File: src/rtl/stopwatch_core.sv
// rtl/stopwatch_core.sv - parametrised BCD stopwatch/timer counter with lap hold and digit adjust
//
// Even-index digits count mod 10 and odd-index digits count mod 6, so DIGITS=4 is mm:ss.
// Optional blink of the digit under adjust: define STOPWATCH_BLINK_EN.
//
// Ports:
//   clk, rst            system clock, asynchronous active-high reset
//   tick                one-cycle count strobe
//   btn_reset           clear counter, stop, clear expiry and lap hold
//   btn_pause           toggle run/pause (or acknowledge expiry)
//   btn_lap             toggle lap hold (display frozen, count continues)
//   dir                 0 = count up, 1 = count down
//   adj, sel, num       adjust mode: load num (clamped to digit radix) into digit sel
//   blink_tick          blink strobe for the adjusted digit (optional feature only)
//   digits              packed BCD display value, digit i at [4i+3:4i]
//   blank               per-digit blank mask
//   running, expired    run state, down-count reached zero
//   wrap                one-cycle pulse on up-count rollover
module stopwatch_core #(
    parameter int DIGITS = 4,
    parameter int SELW   = 3
) (
    input  logic                  clk,
    input  logic                  rst,
    input  logic                  tick,
    input  logic                  btn_reset,
    input  logic                  btn_pause,
    input  logic                  btn_lap,
    input  logic                  dir,
    input  logic                  adj,
    input  logic [SELW-1:0]       sel,
    input  logic [3:0]            num,
    input  logic                  blink_tick,
    output logic [4*DIGITS-1:0]   digits,
    output logic [DIGITS-1:0]     blank,
    output logic                  running,
    output logic                  expired,
    output logic                  wrap
);

    localparam int W = 4 * DIGITS;

    function automatic logic [3:0] lim(input int i);
        return (i % 2 == 1) ? 4'd5 : 4'd9;
    endfunction

    function automatic logic [W-1:0] max_count();
        logic [W-1:0] r;
        r = '0;
        for (int i = 0; i < DIGITS; i++) r[4*i +: 4] = lim(i);
        return r;
    endfunction

    localparam logic [W-1:0] MAX_COUNT = max_count();

    // Carry out of the top digit is dropped, so max increments to zero.
    function automatic logic [W-1:0] inc_bcd(input logic [W-1:0] c);
        logic [W-1:0] r;
        logic         carry;
        r     = c;
        carry = 1'b1;
        for (int i = 0; i < DIGITS; i++) begin
            if (carry) begin
                if (c[4*i +: 4] >= lim(i)) begin
                    r[4*i +: 4] = 4'd0;
                end else begin
                    r[4*i +: 4] = c[4*i +: 4] + 4'd1;
                    carry       = 1'b0;
                end
            end
        end
        return r;
    endfunction

    function automatic logic [W-1:0] dec_bcd(input logic [W-1:0] c);
        logic [W-1:0] r;
        logic         borrow;
        r      = c;
        borrow = 1'b1;
        for (int i = 0; i < DIGITS; i++) begin
            if (borrow) begin
                if (c[4*i +: 4] == 4'd0) begin
                    r[4*i +: 4] = lim(i);
                end else begin
                    r[4*i +: 4] = c[4*i +: 4] - 4'd1;
                    borrow      = 1'b0;
                end
            end
        end
        return r;
    endfunction

    logic [W-1:0] count, count_n, lap_reg, lap_reg_n, digits_n;
    logic         lap_hold, lap_hold_n, running_n, expired_n, wrap_n;

    always_comb begin
        count_n    = count;
        lap_reg_n  = lap_reg;
        lap_hold_n = lap_hold;
        running_n  = running;
        expired_n  = expired;
        wrap_n     = 1'b0;
        if (btn_reset) begin
            count_n    = '0;
            running_n  = 1'b0;
            expired_n  = 1'b0;
            lap_hold_n = 1'b0;
        end else if (adj) begin
            running_n  = 1'b0;
            lap_hold_n = 1'b0;
            for (int i = 0; i < DIGITS; i++) begin
                if (sel == SELW'(i))
                    count_n[4*i +: 4] = (num > lim(i)) ? lim(i) : num;
            end
        end else begin
            // Lap captures the pre-tick count since it samples the register.
            if (btn_lap) begin
                if (lap_hold) begin
                    lap_hold_n = 1'b0;
                end else begin
                    lap_reg_n  = count;
                    lap_hold_n = 1'b1;
                end
            end
            if (btn_pause) begin
                if (expired)
                    expired_n = 1'b0;
                else if (!running && dir && count == '0)
                    expired_n = 1'b1;
                else
                    running_n = !running;
            end
            // Uses the registered running, so a pause in the same cycle does not eat this tick.
            if (tick && running) begin
                if (!dir) begin
                    count_n = inc_bcd(count);
                    wrap_n  = (count == MAX_COUNT);
                end else begin
                    count_n = (count == '0) ? '0 : dec_bcd(count);
                    if (count_n == '0) begin
                        running_n = 1'b0;
                        expired_n = 1'b1;
                    end
                end
            end
        end
        digits_n = lap_hold_n ? lap_reg_n : count_n;
    end

    always_ff @(posedge clk or posedge rst) begin
        if (rst) begin
            count    <= '0;
            lap_reg  <= '0;
            lap_hold <= 1'b0;
            running  <= 1'b0;
            expired  <= 1'b0;
            wrap     <= 1'b0;
            digits   <= '0;
        end else begin
            count    <= count_n;
            lap_reg  <= lap_reg_n;
            lap_hold <= lap_hold_n;
            running  <= running_n;
            expired  <= expired_n;
            wrap     <= wrap_n;
            digits   <= digits_n;
        end
    end

`ifdef STOPWATCH_BLINK_EN
    logic              blink, blink_n, adj_q;
    logic [DIGITS-1:0] blank_n;

    // adj_q detects the first adjust cycle so blink always starts from the lit phase.
    always_comb begin
        blink_n = 1'b0;
        if (adj && adj_q) blink_n = blink ^ blink_tick;
        blank_n = '0;
        for (int i = 0; i < DIGITS; i++) begin
            if (adj && sel == SELW'(i)) blank_n[i] = blink_n;
        end
    end

    always_ff @(posedge clk or posedge rst) begin
        if (rst) begin
            blink <= 1'b0;
            adj_q <= 1'b0;
            blank <= '0;
        end else begin
            blink <= blink_n;
            adj_q <= adj;
            blank <= blank_n;
        end
    end
`else
    logic unused_blink_tick;
    assign unused_blink_tick = blink_tick;
    assign blank             = '0;
`endif

endmodule

File: config.mk
export PLATFORM = sky130hd
export DESIGN_NAME = stopwatch_core
export DESIGN_NICKNAME = d
export VERILOG_FILES = /design/src/rtl/stopwatch_core.sv
export SDC_FILE = /design/constraint.sdc
export NUM_CORES = 1
export LEC_CHECK = 0
export BUFFER_PORTS_ARGS = -buffer_cell sky130_fd_sc_hd__buf_4
export CORE_MARGIN = 5
export CORE_UTILIZATION = 40
export DETAILED_ROUTE_END_ITERATION = 8
export PLACE_DENSITY_LB_ADDON = 0.08
export SLEW_MARGIN = 30
export SYNTH_ARGS = -nofsm -noshare
export SYNTH_HDL_FRONTEND = slang
export SYNTH_SLANG_ARGS = --single-unit
File: constraint.sdc
create_clock -name clk -period 4.4 [get_ports clk]
set_input_delay 0.44 -clock clk [delete_from_list [all_inputs] [get_ports clk]]
set_output_delay 0.44 -clock clk [all_outputs]
set_load 0.05 [all_outputs]
==> impl_metrics.yaml <==
status:
  outcome: "completed"
synth:
  synthSimpleGateAreaFrac_pct: 22.4
  synthCells: 449
  synth_compound_area_share_pct: 26.1
  ys.flop_type: "dfrtp_1"
  synth_seq_cells: 52
  synth-seq-area-share_pct: 34.4
  synth_fa_ha_area_share_pct: 4.30
  synth_top_family_by_area: "compound AO/OA/AOI/OAI gates"
  ys_types: 72
  synth-edff-count: 0
  async_flop_share_pct: 100
  yosysWarnings: 0
  synth_xor_area_share_pct: 0.694
  synthMuxAreaShare_pct: 6.48
  avgSynthCellArea_um2: 8.43
  syn-cell-area_mm2: 0.00379
global_route:
  grt_antenna_before_repair: 0
  grt-ovfl-total: 0
  grtUsageTotal_pct: 21.7
  grt_max_degree: 53
  grt_pass1_vias: 3559
  grt_pass1_wl_um: 19800
run:
  drv_cap: 0
routing:
  wire_per_inst_um: 19.9
  drc: 0
  wirelength_um: 11900
  first_iter_violations: 264
  dr.pass1.iters: 5
  antenna_left: 0
  via_per_inst: 6.01
  dr_total_vias: 3588
placement:
  io_buffers: 33
  dp_hpwl_um: 8460
  dpl_cell_area_mm2: 0.00415
  dp_slack_ns: 1.30
  gp_congestion: 0.874
floorplanning:
  rows: 35
  initial_core_util_pct: 41.0
  die_y_um: 107
  die_x_um: 107
  design.core.area_mm2: 0.00924
  io_pins: 39
  die_area_mm2: 0.0115
timing:
  tns_ns: 0
  setup_slack_ns: 1.26
  whs_ns: 0.314
  hold_viol: 0
  drv_slew: 0
  fmax_mhz: 319
  finalCritPeriodShare_pct: 71.3
  slew_headroom_pct: 46.8
  finalSetupViolCount: 0
  rsz0062_at_grt: "false"
  fin_skew_ns: 0.00684
  finalCriticalPeriod_ns: 3.14
  worstMarginPinSlew_ns: 0.796
pwr:
  power.density_mw_per_mm2: 309
  p_comb_share_pct: 28.3
  p_leak_nw: 1.81
  vdd_drop_max_mv: 0.155
  switchingPower_uw: 447
  p_int_uw: 874
  pwr-share-seq_pct: 41.8
  p_sw_share_pct: 33.8
  p_clk_share_pct: 29.9
critical_path:
  r2r_start: "count[0]"
  critPathLaunchType: "flop"
  worstSetupPathType: "flop to flop"
  critPathArrivalTime_ns: 3.39
  r2r_end: "digits[7]"
  r2r_setup_slack_ns: 1.26
  cp_max_fo: 9
  ff2ff_path_depth: 8
  critPathCaptureType: "flop"
  crit_required_ns: 4.65
finish:
  fillerInstances: 942
  area_growth_pct: 13.0
  nets: 497
  antenna-diode-count: 0
  final_util_pct: 46.3
  final_common_cell: "dfrtp_1"
  final_cell_area_mm2: 0.00428
  final_cell_mix: "dfrtp_1, buf_4, a21oi_1"
  drive_gt1_share_pct: 17.5
clock_tree:
  h-tree-depth: 2
  ctsResizeCount: 0
  ctsHoldBuffers: 0
  path_clk_slew_ns: 0.10
  cts_buffers: 5
  ctsRootBufferMaster: "clkbuf_8"
  worstSkewPairLatency_ns: 0.31
  cts_sinks: 52
  post_cts_buffers: 0
  cts_buffer_depth: 2
  cts_tree: "done"
min_path:
  hp-class: "input port to asynchronous set/reset pin"
-- critical path, stage by stage, from the launching register on --
cell and delay (ns):
dfrtp_1 0.50, inv_1 0.18, ha_1 0.34, or3b_1 0.52, or4_1 0.50, and3_1 0.23, or4_4 0.53, a21oi_2 0.15
mux2_1 0.13
-- metrics by stage --
stage | power [mW] | cells
floorplan | 0.818 | 452
global placement | 0.929 | 590
detailed placement | 0.932 | 590
CTS | 1.33 | 597
global route | 1.39 | 597
finish | 1.32 | 597
-- cell usage after synthesis (7+ instances only) --
cell      instances  area, µm²
nand2_1          30        113
mux2_2           19        214
dfrtp_1          52       1300
a21oi_1          39        195
nand3_1           9       45.0
a211oi_1          8       60.1
o21ai_0          33        165
clkbuf_1         28        105
nor2_1           36        135
nand4_1          11       68.8
o31ai_1           7       52.6
nor2b_1           8       50.1
nand2b_1         10       62.6
ha_1             13        163
nor3_1           12       60.1
a31oi_1           7       43.8
inv_1            16       60.1
-- power by group through the flow --
stage	clock network (mW)	logic (mW)	registers, mW
floorplan	0	0.239	0.579
global placement	0	0.369	0.560
detailed placement	0	0.370	0.561
CTS	0.404	0.372	0.552
global route	0.421	0.409	0.559
finish	0.394	0.374	0.552
-- how the worst max path moves through the flow --
stage	startpoint	end	slack [ns]	depth (start not counted)
floorplan	count[0]	digits[7]	1.65	9
global route	count[0]	digits[7]	1.07	8
global placement	count[0]	digits[7]	1.33	8
finish	count[0]	digits[7]	1.26	8
detailed placement	count[0]	digits[7]	1.30	8
CTS	count[0]	digits[7]	1.27	8
-- cells by family (layout without fill, tap and decap cells) --
kind of cell,after synthesis,in the layout
AO/OA/AOI/OAI,152,152
XOR/XNOR,3,3
adder cells (fa/ha/maj),13,13
buffers and inverters,52,68
flip-flops,52,52
multiplexers,22,22
other,1,4
AND/OR/NAND/NOR,154,154
-- final cells by class --
cell class | count | area [µm²] | share of cell area, %
clock inverter | 2 | 60.1 | 1.40
inverter | 18 | 67.6 | 1.58
sequential | 52 | 1300 | 30.4
tap | 129 | 161 | 3.77
multi-input combinational | 348 | 2290 | 53.7
timing repair buffer | 43 | 323 | 7.55
clock buffer | 5 | 68.8 | 1.61
-- metal layers --
| layer | track usage [%] | vias up | share of wire (%) |
|---|---|---|---|
| met4 | 4.11 | 0 | 1.2 |
| li1 | - | 1698 | - |
| met1 | 31.7 | 1751 | 47 |
| met3 | 3.66 | 13 | 6.7 |
| met5 | 0 | - | 0 |
| met2 | 33.8 | 126 | 45 |
Note: power is estimated with default switching activity, not from simulation.
